## src/rtl/mux_pkg.sv

```systemverilog
// Shared types for the 2:1 byte mux control stage: arbiter states, data type
// and a saturating counter helper.
package mux_pkg;

  localparam int DEFAULT_DATA_W = 8;

  typedef enum logic [1:0] {
    IDLE = 2'd0,
    GNT1 = 2'd1,
    GNT2 = 2'd2
  } arb_state_t;

  typedef logic [DEFAULT_DATA_W-1:0] mux_data_t;

  function automatic logic [15:0] sat_inc16(input logic [15:0] v);
    return (v == 16'hFFFF) ? v : v + 16'd1;
  endfunction

endpackage

```

## src/rtl/mux_out_reg.sv

```systemverilog
// One-entry valid/ready output register. A new byte may be loaded in the same
// cycle the held one is consumed, so back-to-back beats flow without bubbles.
module mux_out_reg
  import mux_pkg::*;
#(
  parameter int DATA_W = DEFAULT_DATA_W
) (
  input  logic              clk,
  input  logic              rst,
  input  logic              load,
  input  logic [DATA_W-1:0] din,
  input  logic              out_ready,
  output logic [DATA_W-1:0] dout,
  output logic              out_valid,
  output logic              load_en
);

  logic [DATA_W-1:0] data_reg;
  logic              valid_reg;

  assign load_en   = !valid_reg | out_ready;
  assign dout      = data_reg;
  assign out_valid = valid_reg;

  always_ff @(posedge clk or posedge rst) begin
    if (rst) begin
      data_reg  <= '0;
      valid_reg <= 1'b0;
    end else if (load) begin
      data_reg  <= din;
      valid_reg <= 1'b1;
    end else if (out_ready) begin
      valid_reg <= 1'b0;
    end
  end

endmodule

```

## src/rtl/mux_sel_arbiter.sv

```systemverilog
// Round-robin arbiter with bounded burst hold driving the 2:1 byte mux select.
// Optional per-source accept counters are built when MUX_ARB_STATS_EN is defined.
module mux_sel_arbiter
  import mux_pkg::*;
#(
  parameter int DATA_W    = DEFAULT_DATA_W,
  parameter int BURST_LEN = 4
) (
  input  logic              clk,
  input  logic              rst,
  input  logic [DATA_W-1:0] in1,
  input  logic              in1_valid,
  output logic              in1_ready,
  input  logic [DATA_W-1:0] in2,
  input  logic              in2_valid,
  output logic              in2_ready,
  output logic              sel,
  output logic [DATA_W-1:0] out,
  output logic              out_valid,
  input  logic              out_ready
`ifdef MUX_ARB_STATS_EN
  ,
  output logic [15:0]       cnt_in1,
  output logic [15:0]       cnt_in2
`endif
);

  localparam int CNT_W = $clog2(BURST_LEN + 1);
  localparam logic [CNT_W-1:0] BURST_MAX    = CNT_W'(BURST_LEN);
  localparam logic [CNT_W-1:0] BURST_HIT_AT = CNT_W'(BURST_LEN - 1);

  arb_state_t        state_reg, state_next;
  logic [CNT_W-1:0]  burst_cnt_reg;
  logic              last_in1_reg;
  logic              load_en;
  logic              acc1, acc2, accept, burst_hit;
  logic [DATA_W-1:0] load_data;

  // Readies come from registered state and the output stage only.
  assign in1_ready = (state_reg == GNT1) & load_en;
  assign in2_ready = (state_reg == GNT2) & load_en;
  assign acc1      = in1_valid & in1_ready;
  assign acc2      = in2_valid & in2_ready;
  assign accept    = acc1 | acc2;
  assign burst_hit = accept && (burst_cnt_reg >= BURST_HIT_AT);
  assign load_data = acc1 ? in1 : in2;
  assign sel       = (state_reg == GNT1);

  always_comb begin
    state_next = state_reg;
    case (state_reg)
      IDLE: begin
        if (in1_valid && in2_valid) state_next = last_in1_reg ? GNT2 : GNT1;
        else if (in1_valid)         state_next = GNT1;
        else if (in2_valid)         state_next = GNT2;
      end
      GNT1: begin
        if (in2_valid && (!in1_valid || burst_hit)) state_next = GNT2;
        else if (!in1_valid)                        state_next = IDLE;
      end
      GNT2: begin
        if (in1_valid && (!in2_valid || burst_hit)) state_next = GNT1;
        else if (!in2_valid)                        state_next = IDLE;
      end
      default: state_next = IDLE;
    endcase
  end

  always_ff @(posedge clk or posedge rst) begin
    if (rst) begin
      state_reg     <= IDLE;
      burst_cnt_reg <= '0;
      last_in1_reg  <= 1'b0;
    end else begin
      state_reg <= state_next;
      // A stalled output stage never accepts, so the count holds naturally.
      if (state_next != state_reg)
        burst_cnt_reg <= '0;
      else if (accept && (burst_cnt_reg != BURST_MAX))
        burst_cnt_reg <= burst_cnt_reg + CNT_W'(1);
      if (acc1)      last_in1_reg <= 1'b1;
      else if (acc2) last_in1_reg <= 1'b0;
    end
  end

  mux_out_reg #(.DATA_W(DATA_W)) u_out (
    .clk       (clk),
    .rst       (rst),
    .load      (accept),
    .din       (load_data),
    .out_ready (out_ready),
    .dout      (out),
    .out_valid (out_valid),
    .load_en   (load_en)
  );

`ifdef MUX_ARB_STATS_EN
  logic [1:0] acc_vec;
  assign acc_vec = {acc2, acc1};

  for (genvar gi = 0; gi < 2; gi++) begin : g_stat
    logic [15:0] cnt_reg;
    always_ff @(posedge clk or posedge rst) begin
      if (rst)              cnt_reg <= '0;
      else if (acc_vec[gi]) cnt_reg <= sat_inc16(cnt_reg);
    end
  end

  assign cnt_in1 = g_stat[0].cnt_reg;
  assign cnt_in2 = g_stat[1].cnt_reg;
`endif

endmodule
```

## config.mk

```make
export PLATFORM = sky130hd
export DESIGN_NAME = mux_sel_arbiter
export DESIGN_NICKNAME = d
export VERILOG_FILES = /design/src/rtl/mux_pkg.sv /design/src/rtl/mux_out_reg.sv /design/src/rtl/mux_sel_arbiter.sv
export SDC_FILE = /design/constraint.sdc
export NUM_CORES = 1
export LEC_CHECK = 0
export CAP_MARGIN = 15
export CORE_MARGIN = 2
export CORE_UTILIZATION = 25
export CTS_BUF_LIST = sky130_fd_sc_hd__clkbuf_8 sky130_fd_sc_hd__clkbuf_16
export DETAILED_ROUTE_END_ITERATION = 10
export PLACE_DENSITY = 0.48
export SETUP_SLACK_MARGIN = 0.4
export SLEW_MARGIN = 20
export SYNTH_ARGS = -nofsm -noshare
export SYNTH_HDL_FRONTEND = slang
export SYNTH_SLANG_ARGS = --single-unit
```

## constraint.sdc

```tcl
create_clock -name clk -period 2.15 [get_ports clk]
set_clock_uncertainty 0.2 [all_clocks]
set_input_delay 0.43 -clock clk [delete_from_list [all_inputs] [get_ports clk]]
set_output_delay 0.43 -clock clk [all_outputs]
set_load 0.02 [all_outputs]
```

==> results_dict.tcl <==
set metrics [dict create \
    io_buffer_count 32 \
    finalPower_w 0.001164 \
    yosysMostFrequentCell "dfrtp_1" \
    min_period_ns 1.795 \
    totalWireLength_um 2281 \
    grt_pass1_vias 851 \
    placed_area_um2 1345 \
    drive_gt1_share_pct 29.50 \
    n_antenna_cell 0 \
    synth_commonest_cells "dfrtp_1, nand2_1, mux2i_1" \
    grt_start_max_net_pins 16 \
    cts.sinks 15 \
    track_usage_pct 11.39 \
    drt_first_iter_violations 13 \
    final_nets 164 \
    cp_data_required_time_ns 1.52 \
    status "finished, final reports clean" \
    synth.net_count 117 \
    antenna_found_initial 0 \
    drt-wirelength-per-cell_um 12.20 \
    rsz0062_at_grt "yes" \
    die_y_um 64.94 \
    clock_latency_ns 0.24 \
    ys_seq_area_share_pct 40.43 \
    ir_drop_mv 0.3758 \
    powerDensity_nw_per_um2 774.5 \
    r2r_slack_ns 0.40 \
    hold_viol 0 \
    power_leakage_nw 0.7354 \
    worst_pin_slew_ns 0.5673 \
    netlist_area_um2 928.4 \
    syn_inst 93 \
    hpwl_um 1676 \
    die_x_um 64.94 \
    slew_headroom_pct 62.14 \
    cap_violations 0 \
    setup_violations 0 \
    dp_worst_setup_slack_ns -0.4027 \
    post-route-period-util_pct 83.47 \
    fin_ws_ns 0.3553 \
    max_freq_mhz 557.2 \
    die-area_um2 4217 \
    drtAntennaViolNets 0 \
    gr-total-overflow 0 \
    synth-edff-count 0 \
    area_growth_pct 61.86 \
    grt_pass1_wl_um 3719 \
    stdcell_count 187 \
    synth_seq_cells 15 \
    io_pins 33 \
    drv_slew 0 \
    num_rows 22 \
    cts_buffer_depth 2 \
    final_area_um2 1503 \
    async_flop_share_pct 100.0 \
    path_class "in2out" \
    cp_data_arrival_time_ns 1.16 \
    synth_top_area_share_pct 40.43 \
    remaining_drc_errors 0 \
    cts_tree "built" \
    ys_types 30 \
    synth_area_leader_cell "dfrtp_1" \
    critPathCaptureType "output pin" \
    vias 864 \
    avgSynthCellArea_um2 9.983 \
    vias_per_cell 4.620 \
    synth_ff_type "dfrtp_1" \
    largest_reg_flops 8 \
    final_util_pct 41.67 \
    dp_cells 177 \
    synthTopCellsByArea "dfrtp_1, mux2i_1, nand3b_4, ha_1, nand2_1" \
    crit_path_start_kind "input port" \
    hold_path_class "reg2reg" \
    initial_core_util_pct 25.75 \
    clkSlewWorstSetupHoldPaths_ns 0.06 \
    cts-root-buf "clkbuf_8" \
    critPathMaxFanout 3 \
    dr.pass1.iters 4 \
    gp_congestion 0.7906 \
    numCtsBuffers 3 \
    coreArea_um2 3606 \
    yosys_warnings 0 \
    htree_levels 1 \
]
==> what timing repair did <==
action | CTS | global route
pin swaps | 7 | 8
hold buffers | 0 | 0
hold endpoints to repair | 0 | 0
buffers inserted | 2 | 4
resized for setup | 36 | 13
gates cloned | 0 | 0
setup endpoints to repair | 25 | 8
==> cell type report <==
| type | instances | area, um2 |
|---|---|---|
| inverter | 6 | 22.52 |
| sequential | 15 | 377.9 |
| tap | 48 | 60.06 |
| timing repair buffer | 47 | 450.4 |
| clock inverter | 1 | 3.754 |
| fill | 381 | 2103 |
| multi-input combinational | 67 | 546.8 |
| clock buffer | 3 | 41.29 |
==> worst max-delay path, stage by stage <==
cell and delay [ns]:
dlygate4sd2_1 0.20, and2b_2 0.25, nor3_2 0.12, buf_4 0.16
==> final timing paths <==
| path | depth (start not counted) | startpoint | endpoint |
|---|---|---|---|
| worst max-delay path | 4 | out_ready | in1_ready |
| worst min-delay path | 2 | u_out.dout[6]$_DFFE_PP0P_ | u_out.dout[6]$_DFFE_PP0P_ |
| worst max register to register | 5 | burst_cnt_reg[0]$_DFFE_PP0P_ | state_reg[0]$_DFF_PP0_ |
| worst min register to register | 2 | u_out.dout[6]$_DFFE_PP0P_ | u_out.dout[6]$_DFFE_PP0P_ |
| max in group asynchronous | 2 | rst | state_reg[0]$_DFF_PP0_ |
| min in group asynchronous | 2 | rst | u_out.out_valid$_DFFE_PP0P_ |
==> layout by cell type (no fill, tap or decap), types with 5 or more instances in the layout <==
master / instances
nor2_1: 5
clkdlybuf4s50_1: 17
mux2i_1: 9
buf_4: 13
o21ai_1: 7
inv_1: 6
dlygate4sd2_1: 11
nand2_1: 10
dfrtp_1: 13
==> logic make-up after synthesis <==
logic type	share of synthesized area, %
AND/OR/NAND/NOR	18.33
buffers and inverters	8.490
AO/OA/AOI/OAI	18.06
flip-flops	40.43
multiplexers	9.704
adder cells (fa/ha/maj)	4.044
XOR/XNOR	0.9436
==> per-stage QoR <==
stage	hold WS, ns	TNS, ns
after detailed placement	0.2680	-0.8118
after global routing	0.3059	0
after CTS	0.2815	0
after floorplan	0.1315	0
final	0.2753	0
after global placement	0.2675	-0.7383
==> layer usage <==
metal / vias up / GRT usage [%] / share of wire [%]
li1: 419 / - / -
met1: 401 / 13.75 / 43
met2: 42 / 19.33 / 49
met3: 2 / 2.604 / 8.0
met4: 0 / 4.787 / 0.48
met5: - / 0 / 0
==> power breakdown <==
part | switching (W) | internal, W
Clock | 0.0000945 | 0.000126
Sequential | 0.0000520 | 0.000363
Combinational | 0.000275 | 0.000253
Total | 0.000422 | 0.000742
Note: power is estimated with default switching activity, not from simulation.
==> RTL edit 1, RTL diff (config.mk and constraints unchanged) <==
The option `MUX_ARB_STATS_EN` is turned on by a define.
--- a/src/rtl/mux_sel_arbiter.sv
+++ b/src/rtl/mux_sel_arbiter.sv
@@ -1,5 +1,7 @@
 // Round-robin arbiter with bounded burst hold driving the 2:1 byte mux select.
 // Optional per-source accept counters are built when MUX_ARB_STATS_EN is defined.
+`define MUX_ARB_STATS_EN
+
 module mux_sel_arbiter
   import mux_pkg::*;
 #(
Behaviour (old outputs only; new: cnt_in1 and cnt_in2): unchanged (Yosys induction, for registers that start in step).
==> RTL edit 1 against the original RTL <==
- setup slack lost 0.0043 ns
- hold slack worse by 0.11 ns
- synthesized area rose to 2.8 times the old value
- global-route usage rose by 0.42 points
- sequential cell count up 32
- count of clock-buffer cells in the layout increased by 3
- sequential power rose to 3.0 times the old value
- routed wire length rose to 2.8 times the old value
- total power grew to 2.6 times the old value
- cell area grew to 2.7 times the old value
==> RTL edit 1: results (changes against the original RTL) <==
| Metric | Value |
|---|---|
| Status | complete, no violations (unchanged) |
| Worst min path class | in -> async (was reg -> reg) |
| Lkg Pwr | 0.00187 µW (was 0.000735 µW) |
| Grt met2 use | 19.3% (about the same) |
| Largest stage delay, worst path | 0.27 ns (was 0.25 ns) |
| Capturing point of the worst reg2reg path | cnt_in2[4]$_DFFE_PP0P_ (was state_reg[0]$_DFF_PP0_) |
| CP max-delay cell | dlygate4sd2_1 (was and2b_2) |
| Worst VDD drop | 0.000495 V (was 0.000376 V) |
| CTS clk-pin slew, worst paths | 0.10 ns (was 0.06 ns) |
| Finished Layout Cells | 485 (was 187) |
| HPWL after DPL | 4.52 mm (was 1.68 mm) |
| Largest net degree at the start of global routing | 37 (was 16) |
| Final instance area | 0.00404 mm² (was 0.00150 mm²) |
| CTS buffer count | 5 (was 3) |
| Initial antenna violation count | 0 (unchanged) |
| Rel. slew slack | 69.3% (was 62.1%) |
| # diodes | 0 (unchanged) |
| Flop2flop setup slack | 0.36 ns (was 0.40 ns) |
| Final GP Congestion | 0.724 (was 0.791) |
| FILL cells | 1,004 (was 381) |
| Layout cell share with drive strength beyond 1 | 38.4% (was 29.5%) |
| Nets | 377 (was 164) |
| H-tree depth | 2 (was 1) |
| Post-synthesis async set-or-reset flop share | 100% (unchanged) |
| Worst-case reg-to-reg path depth | 6 (was 5) |
| Worst Path Max Fanout | 2 (was 3) |
| Global router's overall resource usage | 11.8% (was 11.4%) |
| Synth Instances | 243 (was 93) |
| Distinct cell type count after synthesis | 51 (was 30) |
| Syn. warnings | 0 (unchanged) |
| Routed vias/inst | 4.53 (was 4.62) |
| Met1 usage | 15.2% (was 13.7%) |
| Detailed Route WL | 6.38 mm (was 2.28 mm) |
| First-pass GRT wire length | 10.6 mm (was 3.72 mm) |
| Hold WS | 0.169 ns (was 0.275 ns) |
| Synth Flop Type | dfrtp_1 (unchanged) |
| Post-synth top cells | 47 x dfrtp_1, 24 x nand2_1, 16 x xor2_1 (was 15 x dfrtp_1, 10 x nand2_1, 9 x mux2i_1) |
| Initial DRT Pass Iterations | 4 (unchanged) |
| Vias in the first global route | 2,159 (was 851) |
| CTS Buffer Depth | 2 (unchanged) |
| Area post-placement | 0.00359 mm² (was 0.00135 mm²) |
| DR iter-0 viols | 36 (was 13) |
| Worst skew pair latency | 0.31 ns (was 0.24 ns) |
| R2r startpoint | cnt_in2[9]$_DFFE_PP0P_ (was burst_cnt_reg[0]$_DFFE_PP0P_) |
| WP data arrival | 1.17 ns |
| GR Util met3 | 3.18% (was 2.60%) |
| PortBufs | 64 (was 32) |
| Register area share after synthesis | 46.0% (was 40.4%) |
| Dpl cells | 458 (was 177) |
| Area contributors post-synth | dfrtp_1 46%, xor2_1 5.5%, mux2i_1 3.9% (was dfrtp_1 40%, mux2i_1 9.7%, nand3b_4 4.3%) |
| Syn_nets | 269 (was 117) |
| Pre-CTS setup slack | -0.291 ns (was -0.403 ns) |
| Most common cell in the netlist | dfrtp_1 (unchanged) |
==> RTL edit 1: worst max-delay path, delay by kind of cell <==
| family | cells | cell delay [ns] |
|---|---|---|
| buffers and inverters | 2 | 0.39 |
| AND/OR/NAND/NOR | 2 | 0.34 |
==> RTL edit 1: area by class of cell <==
class	instances	area share [%]
multi-input cells	177	38.2
inverters	11	1.08
clock buffers	6	2.05
flip-flops and latches	47	29.8
clock inverters	2	0.217
repair buffers	109	24.6
well taps	133	4.12
==> RTL edit 1: worst max-delay path by stage <==
stage,from,slack [ns],end,depth (start not counted)
2_1_floorplan,cnt_in2[0]$_DFFE_PP0P_,0.26,cnt_in2[1]$_DFFE_PP0P_,5
3_3_place_gp,out_ready,-0.26,in2_ready,4
3_5_place_dp,out_ready,-0.29,in2_ready,4
4_1_cts,cnt_in2[0]$_DFFE_PP0P_,0.29,cnt_in2[0],2
5_1_grt,state_reg[1]$_DFF_PP0_,0.28,cnt_in2[3]$_DFFE_PP0P_,6
6_report,out_ready,0.35,in2_ready,4
==> RTL edit 1: metal layers <==
metal,routed length (µm),up-vias
met3,310,7
met2,2970,50
met4,78,0
met1,3010,1054
met5,0,-
li1,-,1087
==> RTL edit 1: kinds of logic after synthesis <==
kind of cell	after synthesis	share of synthesized area, %
compound gates	35	9.58
fa+ha+maj	5	2.44
xor+xnor	26	8.90
flops	47	46.0
mux	13	5.23
simple gates	98	24.3
buf+inv	19	3.62
==> RTL edit 1: where the power goes <==
part           internal (µW)  total [µW]  switching [µW]  leakage, µW
clock                    256         570             315    0.0000524
sequential              1070        1260             181     0.000570
combinational            556        1170             613      0.00125
total                   1890        2990            1110      0.00187
==> RTL edit 1: timing repair <==
action | in CTS | in global routing
gates resized for setup | 84 | 68
setup endpoints to repair | 88 | 64
buffers inserted | 10 | 9
pin swaps | 20 | 22
==> RTL edit 2, RTL diff (same flow settings) <==
Made on the original files. Encoding of `arb_state_t`: now one-hot (3 bits for 3 states).
--- a/src/rtl/mux_pkg.sv
+++ b/src/rtl/mux_pkg.sv
@@ -4,10 +4,10 @@
 
   localparam int DEFAULT_DATA_W = 8;
 
-  typedef enum logic [1:0] {
-    IDLE = 2'd0,
-    GNT1 = 2'd1,
-    GNT2 = 2'd2
+  typedef enum logic [2:0] {
+    IDLE = 3'b001,
+    GNT1 = 3'b010,
+    GNT2 = 3'b100
   } arb_state_t;
 
   typedef logic [DEFAULT_DATA_W-1:0] mux_data_t;
Function: same outputs for any inputs over 10 cycles, from zero or initial values and one cycle with rst high; not proved beyond that.
==> RTL edit 2 against the original RTL <==
- fmax is 0.32% lower
- synthesized cell count is 14% higher
- cell area is 13% higher
- die area is 11% higher
- synthesized area is 11% higher
- hold slack better by 0.037 ns
- routed wire length is 17% higher
- sequential power is 24% higher
- global-route usage is 1.3 points higher
- setup slack worse by 0.0058 ns
- total power is 51% higher
- non-clock buffer count is 9 higher
- sequential cell count is 1 higher
==> RTL edit 2: results (changes against the original RTL) <==
| Metric | Value |
|---|---|
| Status | complete, no violations (unchanged) |
| Flop2flop setup slack | 0.35 ns (was 0.40 ns) |
| Adder-Cell Fraction of Synth Area | 3.63% (was 4.04%) |
| Worst VDD drop | 0.000462 V (was 0.000376 V) |
| WP data arrival | 1.76 ns (was 1.16 ns) |
| Largest stage delay, worst path | 0.41 ns (was 0.25 ns) |
| Register area share after synthesis | 38.9% (was 40.4%) |
| Synth Instances | 106 (was 93) |
| Die boundary width | 68.3 µm (was 64.9 µm) |
| Initial DRT Pass Iterations | 5 (was 4) |
| DR WL met2 | 1.32 mm (was 1.11 mm) |
| Lkg Pwr | 0.000776 µW (was 0.000735 µW) |
| Rel. slew slack | 58.5% (was 62.1%) |
| FILL cells | 385 (was 381) |
| R2r startpoint | burst_cnt_reg[1]$_DFFE_PP0P_ (was burst_cnt_reg[0]$_DFFE_PP0P_) |
| Dpl cells | 189 (was 177) |
| Final GP Congestion | 0.715 (was 0.791) |
| First-pass GRT wire length | 4.41 mm (was 3.72 mm) |
| Area contributors post-synth | dfrtp_1 36%, mux2i_1 8.7%, a21oi_1 4.4% (was dfrtp_1 40%, mux2i_1 9.7%, nand3b_4 4.3%) |
| DR iter-0 viols | 35 (was 13) |
| Post-synth top cells | 15 x dfrtp_1, 11 x nor2_1, 9 x a21oi_1, 9 x mux2i_1, 6 x inv_1 (was 15 x dfrtp_1, 10 x nand2_1, 9 x mux2i_1) |
| Storage element area | 403 µm² (was 378 µm²) |
| Largest net degree at the start of global routing | 19 (was 16) |
| Worst Setup End Kind | flop (was output pin) |
| Non-clock buffers | 56 (was 47) |
| Vias in the first global route | 989 (was 851) |
| Critical Path End | burst_cnt_reg[2]$_DFFE_PP0P_ (was in1_ready) |
| Grt met2 use | 20.9% (was 19.3%) |
| GR Util met3 | 3.29% (was 2.60%) |
| Global router's overall resource usage | 12.7% (was 11.4%) |
| Post-synthesis compound-gate area fraction | 16.8% (was 18.1%) |
| HPWL after DPL | 1.83 mm (was 1.68 mm) |
| CLK BUF | 4 (was 3) |
| Clock network area share | 3.25% (was 3.00%) |
| Post-CTS sizing | 47 (was 36) |
| #FFs+latches synth | 16 (was 15) |
| Data buffer area share | 30.2% (was 30.0%) |
| Setup Crit Path Kind | reg -> reg (was in -> out) |
| Top delay family on crit path | compound AO/OA/AOI/OAI gates (was simple AND/OR/NAND/NOR gates) |
| Worst-case reg-to-reg path depth | 7 (was 5) |
| Pre-CTS setup slack | -0.195 ns (was -0.403 ns) |
| Wire length per cell | 12.9 µm (was 12.2 µm) |
| Tmin final | 1.80 ns (was 1.79 ns) |
| Fraction of standard cell area in multi-input logic | 37.6% (was 36.4%) |
[RTL edit 2: how the worst min path moves through the flow]
stage	from	to	slack, ns	cells past startpoint
6_report	last_in1_reg$_DFFE_PP0P_	last_in1_reg$_DFFE_PP0P_	0.31	2
5_1_grt	last_in1_reg$_DFFE_PP0P_	last_in1_reg$_DFFE_PP0P_	0.34	2
4_1_cts	last_in1_reg$_DFFE_PP0P_	last_in1_reg$_DFFE_PP0P_	0.32	2
3_5_place_dp	last_in1_reg$_DFFE_PP0P_	last_in1_reg$_DFFE_PP0P_	0.31	2
3_3_place_gp	last_in1_reg$_DFFE_PP0P_	last_in1_reg$_DFFE_PP0P_	0.30	2
2_1_floorplan	rst	burst_cnt_reg[0]$_DFFE_PP0P_	0.14	1
[RTL edit 2: where the power goes]
group / total (µW) / switching, µW / internal [µW]
clock network: 266 / 103 / 162
logic: 980 / 478 / 502
registers: 516 / 82.9 / 433
